$ cat config.mk
export PLATFORM = sky130hd
export DESIGN_NAME = mcalu_iter
export DESIGN_NICKNAME = d
export VERILOG_FILES = /design/src/rtl/mcalu_iter.sv
export SDC_FILE = /design/constraint.sdc
export NUM_CORES = 1
export LEC_CHECK = 0
export CAP_MARGIN = 20
export CORE_ASPECT_RATIO = 0.7
export CORE_MARGIN = 10
export CORE_UTILIZATION = 50
export DETAILED_ROUTE_END_ITERATION = 8
export GPL_TIMING_DRIVEN = 0
export PLACE_DENSITY_LB_ADDON = 0.2
export SLEW_MARGIN = 0
export SYNTH_ARGS = -nofsm -noshare
export SYNTH_HDL_FRONTEND = slang
export SYNTH_SLANG_ARGS = --single-unit
$ cat constraint.sdc
create_clock -name clk -period 6.1 [get_ports clk]
set_clock_uncertainty 0.05 [all_clocks]
set_input_delay 1.22 -clock clk [delete_from_list [all_inputs] [get_ports clk]]
set_output_delay 1.22 -clock clk [all_outputs]
set_load 0.05 [all_outputs]
$ cat src/rtl/mcalu_iter.sv
// Iterative multi-cycle ALU: radix-2^BITS_PER_CYCLE shift-add multiply and restoring
// divide on operand magnitudes, result held until the writeback port takes it.
module mcalu_iter #(
   parameter int unsigned BITS_PER_CYCLE = 1
) (
   input  logic        clk,
   input  logic        rst,
   input  logic        exers_mcalu_issue,
   input  logic [4:0]  exers_mcalu_op,
   input  logic [6:0]  exers_robid,
   input  logic [5:0]  exers_rd,
   input  logic [31:0] exers_op1,
   input  logic [31:0] exers_op2,
   output logic        mcalu_stall,
   output logic        mcalu_valid,
   output logic [6:0]  mcalu_robid,
   output logic [5:0]  mcalu_rd,
   output logic [31:0] mcalu_result,
   input  logic        wb_mcalu_stall,
   input  logic        rob_flush
);

   localparam int unsigned ITERS = 32 / BITS_PER_CYCLE;
   localparam logic [4:0]  LAST  = 5'(ITERS - 1);

   typedef enum logic [1:0] {IDLE, BUSY, DONE} state_e;

   state_e      state_q, state_d;
   logic [4:0]  count_q, count_d;
   logic [2:0]  op_q, op_d;
   logic        neg_q, neg_d;
   logic        neg_rem_q, neg_rem_d;
   logic [63:0] acc_q, acc_d;
   logic [31:0] b_q, b_d;
   logic [6:0]  robid_q, robid_d;
   logic [5:0]  rd_q, rd_d;
   logic [31:0] result_q, result_d;

   logic        is_div, sgn1, sgn2, neg1, neg2, div_zero, div_ovf, accept;
   logic [31:0] mag1, mag2, special_res, final_res;
   logic [63:0] step, prod;
   logic [32:0] sum_w, rem_w;
   logic [31:0] lo_w;
   logic        unused_op;

   assign unused_op = ^exers_mcalu_op[4:3];

   // Signed-ness per op: DIV/REM and MUL/MULH fully signed, MULHSU signs op1 only.
   assign is_div      = exers_mcalu_op[2];
   assign sgn1        = is_div ? ~exers_mcalu_op[0] : (exers_mcalu_op[1:0] != 2'b11);
   assign sgn2        = is_div ? ~exers_mcalu_op[0] : ~exers_mcalu_op[1];
   assign neg1        = sgn1 & exers_op1[31];
   assign neg2        = sgn2 & exers_op2[31];
   assign mag1        = neg1 ? -exers_op1 : exers_op1;
   assign mag2        = neg2 ? -exers_op2 : exers_op2;
   assign div_zero    = is_div & (exers_op2 == 32'd0);
   assign div_ovf     = is_div & ~exers_mcalu_op[0] & (exers_op1 == 32'h8000_0000) &
                        (exers_op2 == 32'hFFFF_FFFF);
   assign special_res = exers_mcalu_op[1] ? (div_zero ? exers_op1 : 32'd0)
                                          : (div_zero ? 32'hFFFF_FFFF : 32'h8000_0000);
   assign accept      = (state_q == IDLE) & exers_mcalu_issue & ~rob_flush;

   // acc holds {partial product | multiplier} or {remainder | dividend->quotient}.
   always_comb begin
      step  = acc_q;
      sum_w = '0;
      rem_w = '0;
      lo_w  = '0;
      for (int unsigned i = 0; i < BITS_PER_CYCLE; i++) begin
         if (op_q[2]) begin
            rem_w = step[63:31];
            lo_w  = {step[30:0], 1'b0};
            if (rem_w >= {1'b0, b_q}) begin
               rem_w   = rem_w - {1'b0, b_q};
               lo_w[0] = 1'b1;
            end
            step = {rem_w[31:0], lo_w};
         end else begin
            sum_w = {1'b0, step[63:32]} + (step[0] ? {1'b0, b_q} : 33'd0);
            step  = {sum_w, step[31:1]};
         end
      end
   end

   always_comb begin
      prod      = neg_q ? -step : step;
      final_res = prod[31:0];
      case (op_q)
         3'b000:                 final_res = prod[31:0];
         3'b001, 3'b010, 3'b011: final_res = prod[63:32];
         3'b100, 3'b101:         final_res = neg_q ? -step[31:0] : step[31:0];
         default:                final_res = neg_rem_q ? -step[63:32] : step[63:32];
      endcase
   end

   always_comb begin
      // NOTE: every next-state signal defaults to its held value first so that
      // no branch of this block can leave one unassigned and infer a latch.
      state_d   = state_q;
      count_d   = count_q;
      op_d      = op_q;
      neg_d     = neg_q;
      neg_rem_d = neg_rem_q;
      acc_d     = acc_q;
      b_d       = b_q;
      robid_d   = robid_q;
      rd_d      = rd_q;
      result_d  = result_q;
      unique case (state_q)
         IDLE: begin
            if (accept) begin
               op_d      = exers_mcalu_op[2:0];
               neg_d     = neg1 ^ neg2;
               neg_rem_d = neg1;
               acc_d     = {32'd0, mag1};
               b_d       = mag2;
               count_d   = '0;
               robid_d   = exers_robid;
               rd_d      = exers_rd;
               if (div_zero || div_ovf) begin
                  result_d = special_res;
                  state_d  = DONE;
               end else begin
                  state_d  = BUSY;
               end
            end
         end
         BUSY: begin
            acc_d   = step;
            count_d = count_q + 5'd1;
            if (count_q == LAST) begin
               result_d = final_res;
               state_d  = DONE;
            end
         end
         DONE: begin
            if (!wb_mcalu_stall) state_d = IDLE;
         end
         default: state_d = IDLE;
      endcase
      if (rob_flush) state_d = IDLE;
   end

   // NOTE: state registers use non-blocking assignments so every flop samples
   // the pre-edge values regardless of process evaluation order.
   always_ff @(posedge clk or negedge rst) begin
      if (!rst) begin
         state_q   <= IDLE;
         count_q   <= '0;
         op_q      <= '0;
         neg_q     <= 1'b0;
         neg_rem_q <= 1'b0;
         acc_q     <= '0;
         b_q       <= '0;
         robid_q   <= '0;
         rd_q      <= '0;
         result_q  <= '0;
      end else begin
         state_q   <= state_d;
         count_q   <= count_d;
         op_q      <= op_d;
         neg_q     <= neg_d;
         neg_rem_q <= neg_rem_d;
         acc_q     <= acc_d;
         b_q       <= b_d;
         robid_q   <= robid_d;
         rd_q      <= rd_d;
         result_q  <= result_d;
      end
   end

   // A flush kills the writeback request in the cycle it arrives.
   assign mcalu_stall  = (state_q != IDLE);
   assign mcalu_valid  = (state_q == DONE) & ~rob_flush;
   assign mcalu_robid  = robid_q;
   assign mcalu_rd     = rd_q;
   assign mcalu_result = result_q;

endmodule

==> impl_metrics.py <==
metrics = {
    "floorplanning": {
        "num_rows": 55,
        "start_util_pct": 50.37,
        "die_area_um2": 40090,
        "io_pins": 134,
        "fp.dieW_um": 235.1,
        "core_area_um2": 32140,
        "die_h_um": 170.5,
    },
    "synthesis": {
        "yosysUniqueCellTypes": 102,
        "ys_ff_latch": 153,
        "syn_nets": 2322,
        "yosys_warnings": 0,
        "yosys.area_share.xor_xnor_pct": 8.657,
        "async_flop_share_pct": 100.0,
        "synth_top_family_by_area": "compound AO/OA/AOI/OAI gates",
        "yosysTopAreaCell": "dfrtp_1",
        "synthTopCellsByArea": "dfrtp_1 24%, o21ai_0 6.9%, nand2_1 6.6%",
        "synth_area_per_cell_um2": 7.487,
        "muxShareOfSynthArea_pct": 3.030,
        "synth_adder_area_share_pct": 5.735,
        "synth-edff-count": 0,
        "synth-compound-area-share_pct": 29.78,
        "synth-seq-area-share_pct": 23.65,
        "synthSimpleGateAreaFrac_pct": 24.06,
        "syn_inst": 2162,
        "synth_ff_type": "dfrtp_1",
        "yosysTopAreaCellShare_pct": 23.65,
        "syn_area_um2": 16190,
        "synth_most_common_cell": "nand2_1",
        "synth_commonest_cells": "285 x nand2_1, 224 x o21ai_0, 162 x nor2_1",
    },
    "critical_path": {
        "path_max_fanout": 10,
        "reg2reg_depth": 21,
        "critPathRequiredTime_ns": 6.35,
        "worstPathArrival_ns": 6.27,
        "r2r_start": "b_q[29]$_DFFE_PN0P_",
        "crit_type": "flop to flop",
        "cp-start-kind": "flop",
        "regToRegEndpoint": "mcalu_result[12]$_DFFE_PN0P_",
        "endpoint_kind": "flop",
        "ff2ff_setup_slack_ns": 0.08,
    },
    "cells_and_area": {
        "syn_to_final_growth_pct": 17.04,
        "postLayoutCoreUtil_pct": 58.95,
        "diodes": 0,
        "nets": 2479,
        "drive_above_1_share_pct": 6.478,
        "fill_cells": 3018,
        "fin_cells": 2758,
    },
    "sta": {
        "rsz0062_at_grt": "no",
        "timing.final.crit_share_pct": 98.68,
        "setup_viol_count_final": 0,
        "setup_ws_ns": 0.08026,
        "slew_violations": 0,
        "period_needed_ns": 6.020,
        "max_freq_ghz": 0.1661,
        "holdWs_ns": 0.4347,
        "timing.slew.headroom_pct": 21.55,
        "finalHoldViolations": 0,
        "worstMarginPinSlew_ns": 1.169,
    },
    "placed_design": {
        "numPortBuffers": 131,
        "dp_cells": 2721,
        "post-place-ws_ns": -2.691,
        "place_congestion": 1.045,
        "dpl.hpwl_um": 60240,
    },
    "min_path": {
        "hold_end": "mcalu_robid[1]$_DFFE_PN0P_",
        "whs_path_depth": 2,
        "hold_path_class": "flop to flop",
        "hold_start": "mcalu_robid[1]$_DFFE_PN0P_",
    },
    "clocking": {
        "h-tree-depth": 4,
        "root_buffer": "clkbuf_16",
        "clock-sinks": 153,
        "cts_buffer_depth": 2,
        "clk_pin_slew_worst_paths_ns": 0.07,
        "clkLatencyLatePin_ns": 0.47,
        "cts_tree": "yes",
        "cts_buffers": 17,
    },
    "global_routing": {
        "antenna_found_initial": 2,
        "grt_pass1_wl_um": 110500,
        "grt_pass1_vias": 17712,
        "grt-ovfl-total": 0,
        "grt_usage_pct": 35.87,
        "grt_max_degree": 98,
    },
    "run_status": {
        "status": "finished clean",
    },
    "detailed_routing": {
        "vias": 19101,
        "wire_per_inst_um": 27.21,
        "via_per_inst": 6.926,
        "wirelength_um": 75040,
        "drt_iter0_drc": 3314,
        "dr.pass1.iters": 5,
        "postRouteAntennaNets": 0,
        "drc": 0,
    },
    "pwr": {
        "p_leak_nw": 7.523,
        "p_total_w": 0.01046,
        "peakVddDrop_v": 0.0003492,
        "power.density_nw_per_um2": 551.9,
    },
    "job": {
        "max_cap_violations": 0,
    },
}
[metrics by stage]
stage | cell area (µm²) | TNS [ns]
floorplan | 16190 | 0
global placement | 18030 | -431.43
detailed placement | 18060 | -35.95
CTS | 18800 | 0
global route | 18950 | 0
finish | 18950 | 0
[kinds of logic (layout without fill, tap and decap cells)]
logic type                 Yosys count  in the layout
DFF                                153            153
xor gates and xnor gates           160            160
adders and majority gates           73             73
AOI/OAI and AO/OA                  726            726
muxes                               48             48
buffers and inverters              206            375
and+or+nand+nor                    796            796
[report_power, final]
group,total [W],switching [W],internal (W)
Combinational,0.00765,0.00517,0.00248
Sequential,0.00169,0.000380,0.00131
Clock,0.00111,0.000533,0.000579
[metal layers]
| metal | up-vias | wire [µm] | track usage [%] |
|---|---|---|---|
| met3 | 163 | 12270 | 16.93 |
| li1 | 8347 | - | - |
| met2 | 1346 | 28880 | 47.84 |
| met4 | 4 | 1779 | 9.650 |
| met1 | 9241 | 32090 | 49.98 |
| met5 | - | 27 | 0 |
[how the worst max path moves through the flow]
stage,from,endpoint,slack (ns)
after CTS,acc_q[37]$_DFFE_PN0P_,mcalu_result[18]$_DFFE_PN0P_,0.006
after detailed placement,op_q[2]$_DFFE_PN0P_,mcalu_result[26]$_DFFE_PN0P_,-2.69
after global routing,b_q[17]$_DFFE_PN0P_,mcalu_result[12]$_DFFE_PN0P_,0.05
final,b_q[29]$_DFFE_PN0P_,mcalu_result[12]$_DFFE_PN0P_,0.08
after global placement,op_q[2]$_DFFE_PN0P_,mcalu_result[26]$_DFFE_PN0P_,-2.63
after floorplan,acc_q[37]$_DFFE_PN0P_,mcalu_result[18]$_DFFE_PN0P_,0.71
[cells in the final DEF (no fill, tap or decap), types with 11 or more instances in the layout]
cell,n
and3_1,17
o221ai_1,44
nand2_1,284
nor4_1,24
clkdlybuf4s50_1,130
a31oi_1,32
a21oi_1,147
or4_1,12
clkbuf_16,17
nor2b_1,20
o31ai_1,30
nor3_1,48
buf_4,14
or3_1,23
mux2i_1,40
o21bai_1,13
ha_1,70
o21a_1,16
inv_1,69
nor2_1,162
o21ai_0,220
nand4_1,33
nand2b_1,16
a21o_1,21
clkbuf_1,94
nand3_1,76
xnor2_1,79
o211ai_1,26
o21ai_1,15
xor2_1,81
dfrtp_1,153
a211oi_1,21
and4_1,11
[what timing repair did]
action,4_1_cts,5_1_grt
resized for setup,40,32
pin swaps,4,8
buffers inserted,2,6
hold buffers,0,0
endpoints found under the setup margin,22,26
[layout make-up]
cell class              instances  area (µm²)  share of cell area (%)
multi-input cells            1803       11720                   61.86
flip-flops and latches        153        3829                   20.21
repair buffers                143        1420                   7.496
plain buffers                 125       570.5                   3.011
well taps                     427       534.3                   2.820
clock buffers                  17       425.4                   2.245
inverters                      76       285.3                   1.506
clock inverters                14       161.4                  0.8519
[flip-flops by register name, summed over array words and instances, names as in the netlist]
register / flops
acc_q: 64
b_q: 32
count_q: 5
mcalu_rd: 6
mcalu_result: 32
mcalu_robid: 7
neg_q: 1
neg_rem_q: 1
op_q: 3
state_q: 2
[critical path: stages (launching register included)]
cell and delay (ns):
dfrtp_1 0.35, inv_1 0.18, ha_1 0.34, clkbuf_1 0.25, o311a_1 0.30, nand4_1 0.11, or4_4 0.57, and3_1 0.20
buf_6 0.15, buf_6 0.15, a21oi_1 0.14, a311o_1 0.22, buf_6 0.21, ha_1 0.23, inv_1 0.12, nor4_4 0.26
o2111ai_4 0.24, or3_4 0.47, o21ai_1 0.18, xor2_1 0.10, a222oi_1 0.83, o221ai_1 0.20
(Power assumes the default switching activity.)
